File: src/rtl/i2s_rx_if.sv
// I2S bus pins plus the FIFO write side of the I2S receiver.
interface i2s_rx_if #(parameter int nBits = 32);
  logic             bclk;
  logic             lrclk;
  logic             sdata;
  logic             full;
  logic [nBits-1:0] dataOut;
  logic             W;
  logic             overflow;

  modport master (output bclk, lrclk, sdata, full, input dataOut, W, overflow);
  modport slave  (input bclk, lrclk, sdata, full, output dataOut, W, overflow);
endinterface

File: src/rtl/i2s_rx.sv
// I2S receiver: oversamples bclk/lrclk/sdata on clk, deserializes a left+right
// frame MSB-first and writes it to the sample FIFO with a one-cycle strobe.
module i2s_rx #(
  parameter int nBits = 32
) (
  input  logic    clk,
  input  logic    rst,
  i2s_rx_if.slave bus
);

  localparam int H     = nBits / 2;
  localparam int CNT_W = $clog2(H) + 1;

  typedef enum logic [1:0] {ST_ALIGN, ST_LEFT, ST_RIGHT} state_t;

  state_t           r_state, w_state_next;
  logic             r_bclk_s1, r_bclk_s2, r_bclk_d, r_bedge;
  logic             r_lr_s1, r_lr_s2, r_lr_prev;
  logic             r_sd_s1, r_sd_s2;
  logic [CNT_W-1:0] r_cnt;
  logic [H-1:0]     r_shift, r_left, w_word_next;
  logic [nBits-1:0] r_data_out;
  logic             r_w, r_overflow;
  logic             w_lr_change, w_shift_en, w_left_done, w_frame_done;

  // NOTE: sequential state uses non-blocking assignments so every flop samples
  // the pre-edge value of the others; blocking here would collapse the sync chain.
  always_ff @(posedge clk) begin
    if (rst) begin
      r_bclk_s1 <= 1'b0;
      r_bclk_s2 <= 1'b0;
      r_bclk_d  <= 1'b0;
      r_bedge   <= 1'b0;
      r_lr_s1   <= 1'b0;
      r_lr_s2   <= 1'b0;
      r_lr_prev <= 1'b0;
      r_sd_s1   <= 1'b0;
      r_sd_s2   <= 1'b0;
    end else begin
      r_bclk_s1 <= bus.bclk;
      r_bclk_s2 <= r_bclk_s1;
      r_bclk_d  <= r_bclk_s2;
      r_bedge   <= r_bclk_s2 & ~r_bclk_d;
      r_lr_s1   <= bus.lrclk;
      r_lr_s2   <= r_lr_s1;
      r_sd_s1   <= bus.sdata;
      r_sd_s2   <= r_sd_s1;
      if (r_bedge) r_lr_prev <= r_lr_s2;
    end
  end

  // In a bedge cycle r_lr_s2 is lr_now and r_sd_s2 is the sampled bit.
  assign w_lr_change = r_lr_s2 != r_lr_prev;

  always_ff @(posedge clk) begin
    if (rst) r_state <= ST_ALIGN;
    else     r_state <= w_state_next;
  end

  // NOTE: every signal driven here gets a default first, so no path leaves
  // a value unassigned and no latch is inferred.
  always_comb begin
    w_state_next = r_state;
    w_shift_en   = 1'b0;
    w_left_done  = 1'b0;
    w_frame_done = 1'b0;
    if (r_bedge) begin
      case (r_state)
        ST_ALIGN: if (r_lr_prev && !r_lr_s2) w_state_next = ST_LEFT;
        ST_LEFT: begin
          w_shift_en = 1'b1;
          if (w_lr_change) begin
            w_left_done  = 1'b1;
            w_state_next = ST_RIGHT;
          end
        end
        ST_RIGHT: begin
          w_shift_en = 1'b1;
          if (w_lr_change) begin
            w_frame_done = 1'b1;
            w_state_next = ST_LEFT;
          end
        end
        default: w_state_next = ST_ALIGN;
      endcase
    end
  end

  // Current word with this edge's bit placed; bits past H are dropped.
  always_comb begin
    w_word_next = r_shift;
    for (int i = 0; i < H; i++) begin
      if (int'(r_cnt) == H - 1 - i) w_word_next[i] = r_sd_s2;
    end
  end

  always_ff @(posedge clk) begin
    if (rst) begin
      r_cnt      <= '0;
      r_shift    <= '0;
      r_left     <= '0;
      r_data_out <= '0;
      r_w        <= 1'b0;
      r_overflow <= 1'b0;
    end else begin
      r_w <= 1'b0;
      if (w_shift_en) begin
        if (w_left_done || w_frame_done) begin
          r_cnt   <= '0;
          r_shift <= '0;
        end else begin
          r_shift <= w_word_next;
          if (r_cnt < CNT_W'(H)) r_cnt <= r_cnt + CNT_W'(1);
        end
      end
      if (w_left_done) r_left <= w_word_next;
      // A frame that meets a full FIFO is dropped and remembered.
      if (w_frame_done) begin
        if (!bus.full) begin
          r_data_out <= {r_left, w_word_next};
          r_w        <= 1'b1;
        end else begin
          r_overflow <= 1'b1;
        end
      end
    end
  end

  assign bus.dataOut  = r_data_out;
  assign bus.W        = r_w;
  assign bus.overflow = r_overflow;

endmodule

File: src/flat_wrapper.sv
// flat-port wrapper written by rule: the top's interface ports become plain ports
module i2s_rx_flat 
#(
  parameter int nBits = 32
)
  (clk, rst, bus_bclk, bus_lrclk, bus_sdata, bus_full, bus_dataOut, bus_W, bus_overflow);
  i2s_rx_if #(.nBits(nBits)) bus_i ();
  input  logic clk;
  input  logic rst;
  input wire logic [$bits(bus_i.bclk)-1:0] bus_bclk;
  input wire logic [$bits(bus_i.lrclk)-1:0] bus_lrclk;
  input wire logic [$bits(bus_i.sdata)-1:0] bus_sdata;
  input wire logic [$bits(bus_i.full)-1:0] bus_full;
  output wire logic [$bits(bus_i.dataOut)-1:0] bus_dataOut;
  output wire logic [$bits(bus_i.W)-1:0] bus_W;
  output wire logic [$bits(bus_i.overflow)-1:0] bus_overflow;
  assign bus_i.bclk = bus_bclk;
  assign bus_i.lrclk = bus_lrclk;
  assign bus_i.sdata = bus_sdata;
  assign bus_i.full = bus_full;
  assign bus_dataOut = bus_i.dataOut;
  assign bus_W = bus_i.W;
  assign bus_overflow = bus_i.overflow;
  i2s_rx #(.nBits(nBits)) u_core (.clk(clk), .rst(rst), .bus(bus_i));
endmodule
File: config.mk
export PLATFORM = sky130hd
export DESIGN_NAME = i2s_rx_flat
export DESIGN_NICKNAME = d
export VERILOG_FILES = /design/src/rtl/i2s_rx_if.sv /design/src/rtl/i2s_rx.sv /design/src/flat_wrapper.sv
export SDC_FILE = /design/constraint.sdc
export NUM_CORES = 1
export LEC_CHECK = 0
export BUFFER_PORTS_ARGS = -buffer_cell sky130_fd_sc_hd__buf_2
export CORE_UTILIZATION = 50
export CTS_CLUSTER_SIZE = 16
export DETAILED_ROUTE_END_ITERATION = 10
export GPL_TIMING_DRIVEN = 0
export PLACE_DENSITY = 0.73
export REMOVE_ABC_BUFFERS = 1
export SYNTH_ARGS = -nofsm -noshare
export SYNTH_HDL_FRONTEND = slang
export SYNTH_SLANG_ARGS = --single-unit
File: constraint.sdc
create_clock -name clk -period 3.9 [get_ports clk]
set_input_delay 0.195 -clock clk [delete_from_list [all_inputs] [get_ports clk]]
set_output_delay 0.195 -clock clk [all_outputs]
set_load 0.05 [all_outputs]
==> results by group <==
Floorplan
  – DIE WIDTH: ~85 um
  – Die area: roughly 0.0073 mm2
  – Rows: 30
  – Starting density of the core: between 50% and 60%
  – Core area: around 0.0068 mm2
  – I/O pin count: 40
  – Die Y: around 85 um

Timing
  – Tcrit/Tclk final: between 50% and 60%
  – Setup violators final: 0
  – Clock skew: about 0.011 ns
  – Achievable Freq: 428.0 MHz
  – Slew Limit Fails: 0
  – Relative slew slack: between 10% and 20%
  – Final Hold Vio Count: 0
  – RSZ-0062 raised after global routing: no
  – Worst-margin pin slew: ~1.3 ns
  – Final setup TNS: 0 ns
  – Fin crit period: 2.336 ns

Route
  – Vias per inst: around 5.4
  – Initial DRT Pass Iterations: 4
  – Final routed DRC violation total: 0
  – Detail Route Antenna Nets: 0
  – DR WL/cell: 13.26 um
  – Vias: roughly 2600
  – Final Routed Wirelength: 6364 um
  – Drt initial violations: between 200 and 250

Synthesis
  – Synth Instances: 370
  – Async S/R FF share, synth: 0%
  – Post-Synthesis Cell Area: 0.003485 mm2
  – Yosys reg bits: 82
  – Syn. warnings: 0
  – Seq/Total Area, Yosys: a little under half
  – Syn Area/Cell: 9.418 um2
  – Yosys cell types: 40
  – Most used DFF post-synth: dfxtp_1
  – Post-synth EDFFs: 0

Global route
  – Largest net degree at the start of global routing: 71
  – Gr usage total: between 10% and 20%
  – First-pass GRT wire length: between 10000 and 15000 um
  – Initial antenna violation count: 0
  – Vias in the first global route: between 2000 and 2500
  – Total gr overflow: 0

Clock tree
  – Clock transition at path regs: roughly 0.08 ns
  – CTS tree: built
  – Resized Gates After CTS: 0
  – Number of CTS-inserted buffers: 9
  – Post-CTS Setup Bufs: 0
  – Clk root buf: clkbuf_8
  – Clk buf depth: 2
  – Clk_lat worst skew: ~0.35 ns
  – Hold Buf Count CTS: 0
  – H-tree depth: 3
  – CTS Sinks: 82

Final layout
  – Layout cell share with drive strength beyond 1: 23.00%
  – ANT cells: 0
  – Filler instances: around 640
  – FF+latch area: about 0.0016 mm2
  – Nets: 411
  – End-of-flow core utilization: 56.35%
  – Multi-input gate area: around 0.0016 mm2
  – Area Overhead vs Synth: 9.264%

Critical path
  – Req. time, crit path: 4.15 ns
  – Cells on worst reg2reg path: 6
  – R2R setup slack: roughly 1.6 ns
  – RR Endpoint: u_core.bus.dataOut[0]
  – Critical Path End Type: register
  – CP startpoint kind: register
  – RR Startpoint: u_core.r_lr_s2
  – Crit Path Category: reg -> reg
  – WP data arrival: approximately 2.6 ns
  – Max FO, Critical Path: 33

Power
  – PwrDens: between 300 and 400 mW/mm2
  – LEAKAGE: 1.564 nW
  – Peak supply drop: between 0.15 and 0.2 mV

Job
  – Max cap viols: 0

Place
  – Gpl congestion: around 0.84
  – Port buffer count: 39
  – Dpl hpwl: around 3800 um

Hold path
  – Hold Path End: u_core.r_lr_s1
  – Hold Crit Class: in -> reg
  – WHS Path Cells: 2
  – Hold path startpoint: bus_lrclk

Outcome
  – Outcome: completed
==> cell usage after synthesis (2+ instances only) <==
| library cell | instances | area share, % |
|---|---|---|
| nand4b_1 | 5 | 1.3 |
| nor4bb_1 | 2 | 0.57 |
| nor2b_1 | 8 | 1.4 |
| and4bb_2 | 6 | 2.2 |
| a311oi_1 | 2 | 0.50 |
| a211oi_1 | 2 | 0.43 |
| and2_1 | 2 | 0.36 |
| a22o_1 | 15 | 3.8 |
| dfxtp_1 | 82 | 47 |
| a31oi_1 | 2 | 0.36 |
| o21ai_0 | 6 | 0.86 |
| a21oi_1 | 18 | 2.6 |
| buf_2 | 8 | 1.1 |
| inv_1 | 8 | 0.86 |
| nand2_1 | 36 | 3.9 |
| clkbuf_1 | 7 | 0.75 |
| nor2_2 | 2 | 0.36 |
| nor3_1 | 24 | 3.4 |
| nor4b_4 | 4 | 2.7 |
| o31ai_1 | 2 | 0.43 |
| nand3_1 | 2 | 0.29 |
| buf_4 | 5 | 1.1 |
| buf_6 | 3 | 0.97 |
| nor3_2 | 8 | 2.3 |
| mux2_2 | 11 | 3.6 |
| mux2_4 | 4 | 1.7 |
| nor2_1 | 72 | 7.8 |
| ha_1 | 10 | 3.6 |
| mux2i_1 | 3 | 0.86 |
==> metrics by stage <==
stage / hold WS, ns / worst slack (ns) / area [um2] / cells / power [mW]
global route: 0.05016 / 1.327 / 3807 / 480 / 1.497
floorplan: 0.2641 / 1.969 / 3309 / 344 / 0.8685
CTS: 0.03650 / 1.304 / 3792 / 479 / 1.460
global placement: 0.3726 / 1.388 / 3605 / 463 / 0.8844
detailed placement: 0.3746 / 1.332 / 3605 / 463 / 0.8851
finish: 0.04820 / 1.564 / 3807 / 480 / 1.446
==> cell families (layout without fill, tap and decap cells) <==
logic type,after synthesis,in the layout,synth area share [%]
AND/OR/NAND/NOR,177,177,27.79
flip-flops,82,82,47.11
AO/OA/AOI/OAI,49,49,9.479
buffers and inverters,34,64,5.889
multiplexers,18,18,6.140
adder cells (fa/ha/maj),10,10,3.591
==> worst max-delay path: stages (launching register included) <==
cell and delay [ns]:
dfxtp_1 0.33, inv_1 0.04, ha_1 0.28, and2b_1 0.28
and3b_1 1.00, nor2_1 0.07, a211oi_1 0.23
==> where the power goes <==
part           internal (mW)  switching, mW
combinational        0.00585         0.0162
clock                  0.271          0.311
sequential             0.840        0.00295
total                   1.12          0.330
==> routing by layer <==
metal  GRT usage (%)  vias to the layer above  part of all wire [%]
met3           3.794                       11                   3.3
met1           23.33                     1206                    49
met2           29.02                       49                    46
met4           9.697                        0                   1.6
li1                -                     1315                     -
met5               0                        -                     0
==> placed cells by master, fill, tap and decap left out, types with 3 or more instances in the layout <==
master | Yosys | routed
nor2b_1 | 8 | 8
buf_2 | 8 | 39
nand2_1 | 36 | 36
nor3_2 | 8 | 8
o21ai_0 | 6 | 6
clkbuf_8 | 1 | 11
nor2_1 | 72 | 72
inv_1 | 8 | 8
mux2_4 | 4 | 4
nand4b_1 | 5 | 5
a22o_1 | 15 | 15
a21oi_1 | 18 | 18
ha_1 | 10 | 10
nor4b_4 | 4 | 4
mux2i_1 | 3 | 3
dfxtp_1 | 82 | 82
nor3_1 | 24 | 24
mux2_2 | 11 | 11
and4bb_2 | 6 | 6
==> state kept, by name, summed over array words and instances, names as in the netlist <==
signal               flops
u_core.r_bclk_s1         1
u_core.r_lr_s2           1
u_core.r_sd_s1           1
u_core.bus.dataOut      32
u_core.r_bedge           1
u_core.r_cnt             5
u_core.r_bclk_s2         1
u_core.r_lr_s1           1
u_core.r_shift          16
u_core.bus.overflow      1
u_core.r_bclk_d          1
u_core.r_sd_s2           1
u_core.r_left           16
u_core.r_state           2
u_core.r_lr_prev         1
u_core.bus.W             1
==> layout make-up <==
class / instances / share of cell area (%)
clock buffer: 12 / 4.075
inverter: 8 / 0.7887
sequential: 82 / 43.12
clock inverter: 4 / 0.8544
tap: 80 / 2.629
multi-input combinational: 254 / 43.02
timing repair buffer: 40 / 5.521
==> how the worst max path moves through the flow <==
| stage | start | end | cells after the start |
|---|---|---|---|
| after CTS | u_core.r_lr_s2 | u_core.bus.dataOut[3] | 6 |
| after detailed placement | u_core.r_lr_s2 | u_core.bus.dataOut[3] | 6 |
| after global routing | u_core.r_lr_s2 | u_core.bus.dataOut[10] | 6 |
| after floorplan | u_core.r_lr_s2 | u_core.bus.dataOut[14] | 6 |
| final | u_core.r_lr_s2 | u_core.bus.dataOut[0] | 6 |
| after global placement | u_core.r_lr_s2 | u_core.bus.dataOut[14] | 6 |
No activity file was read; power rests on OpenSTA's default activity.
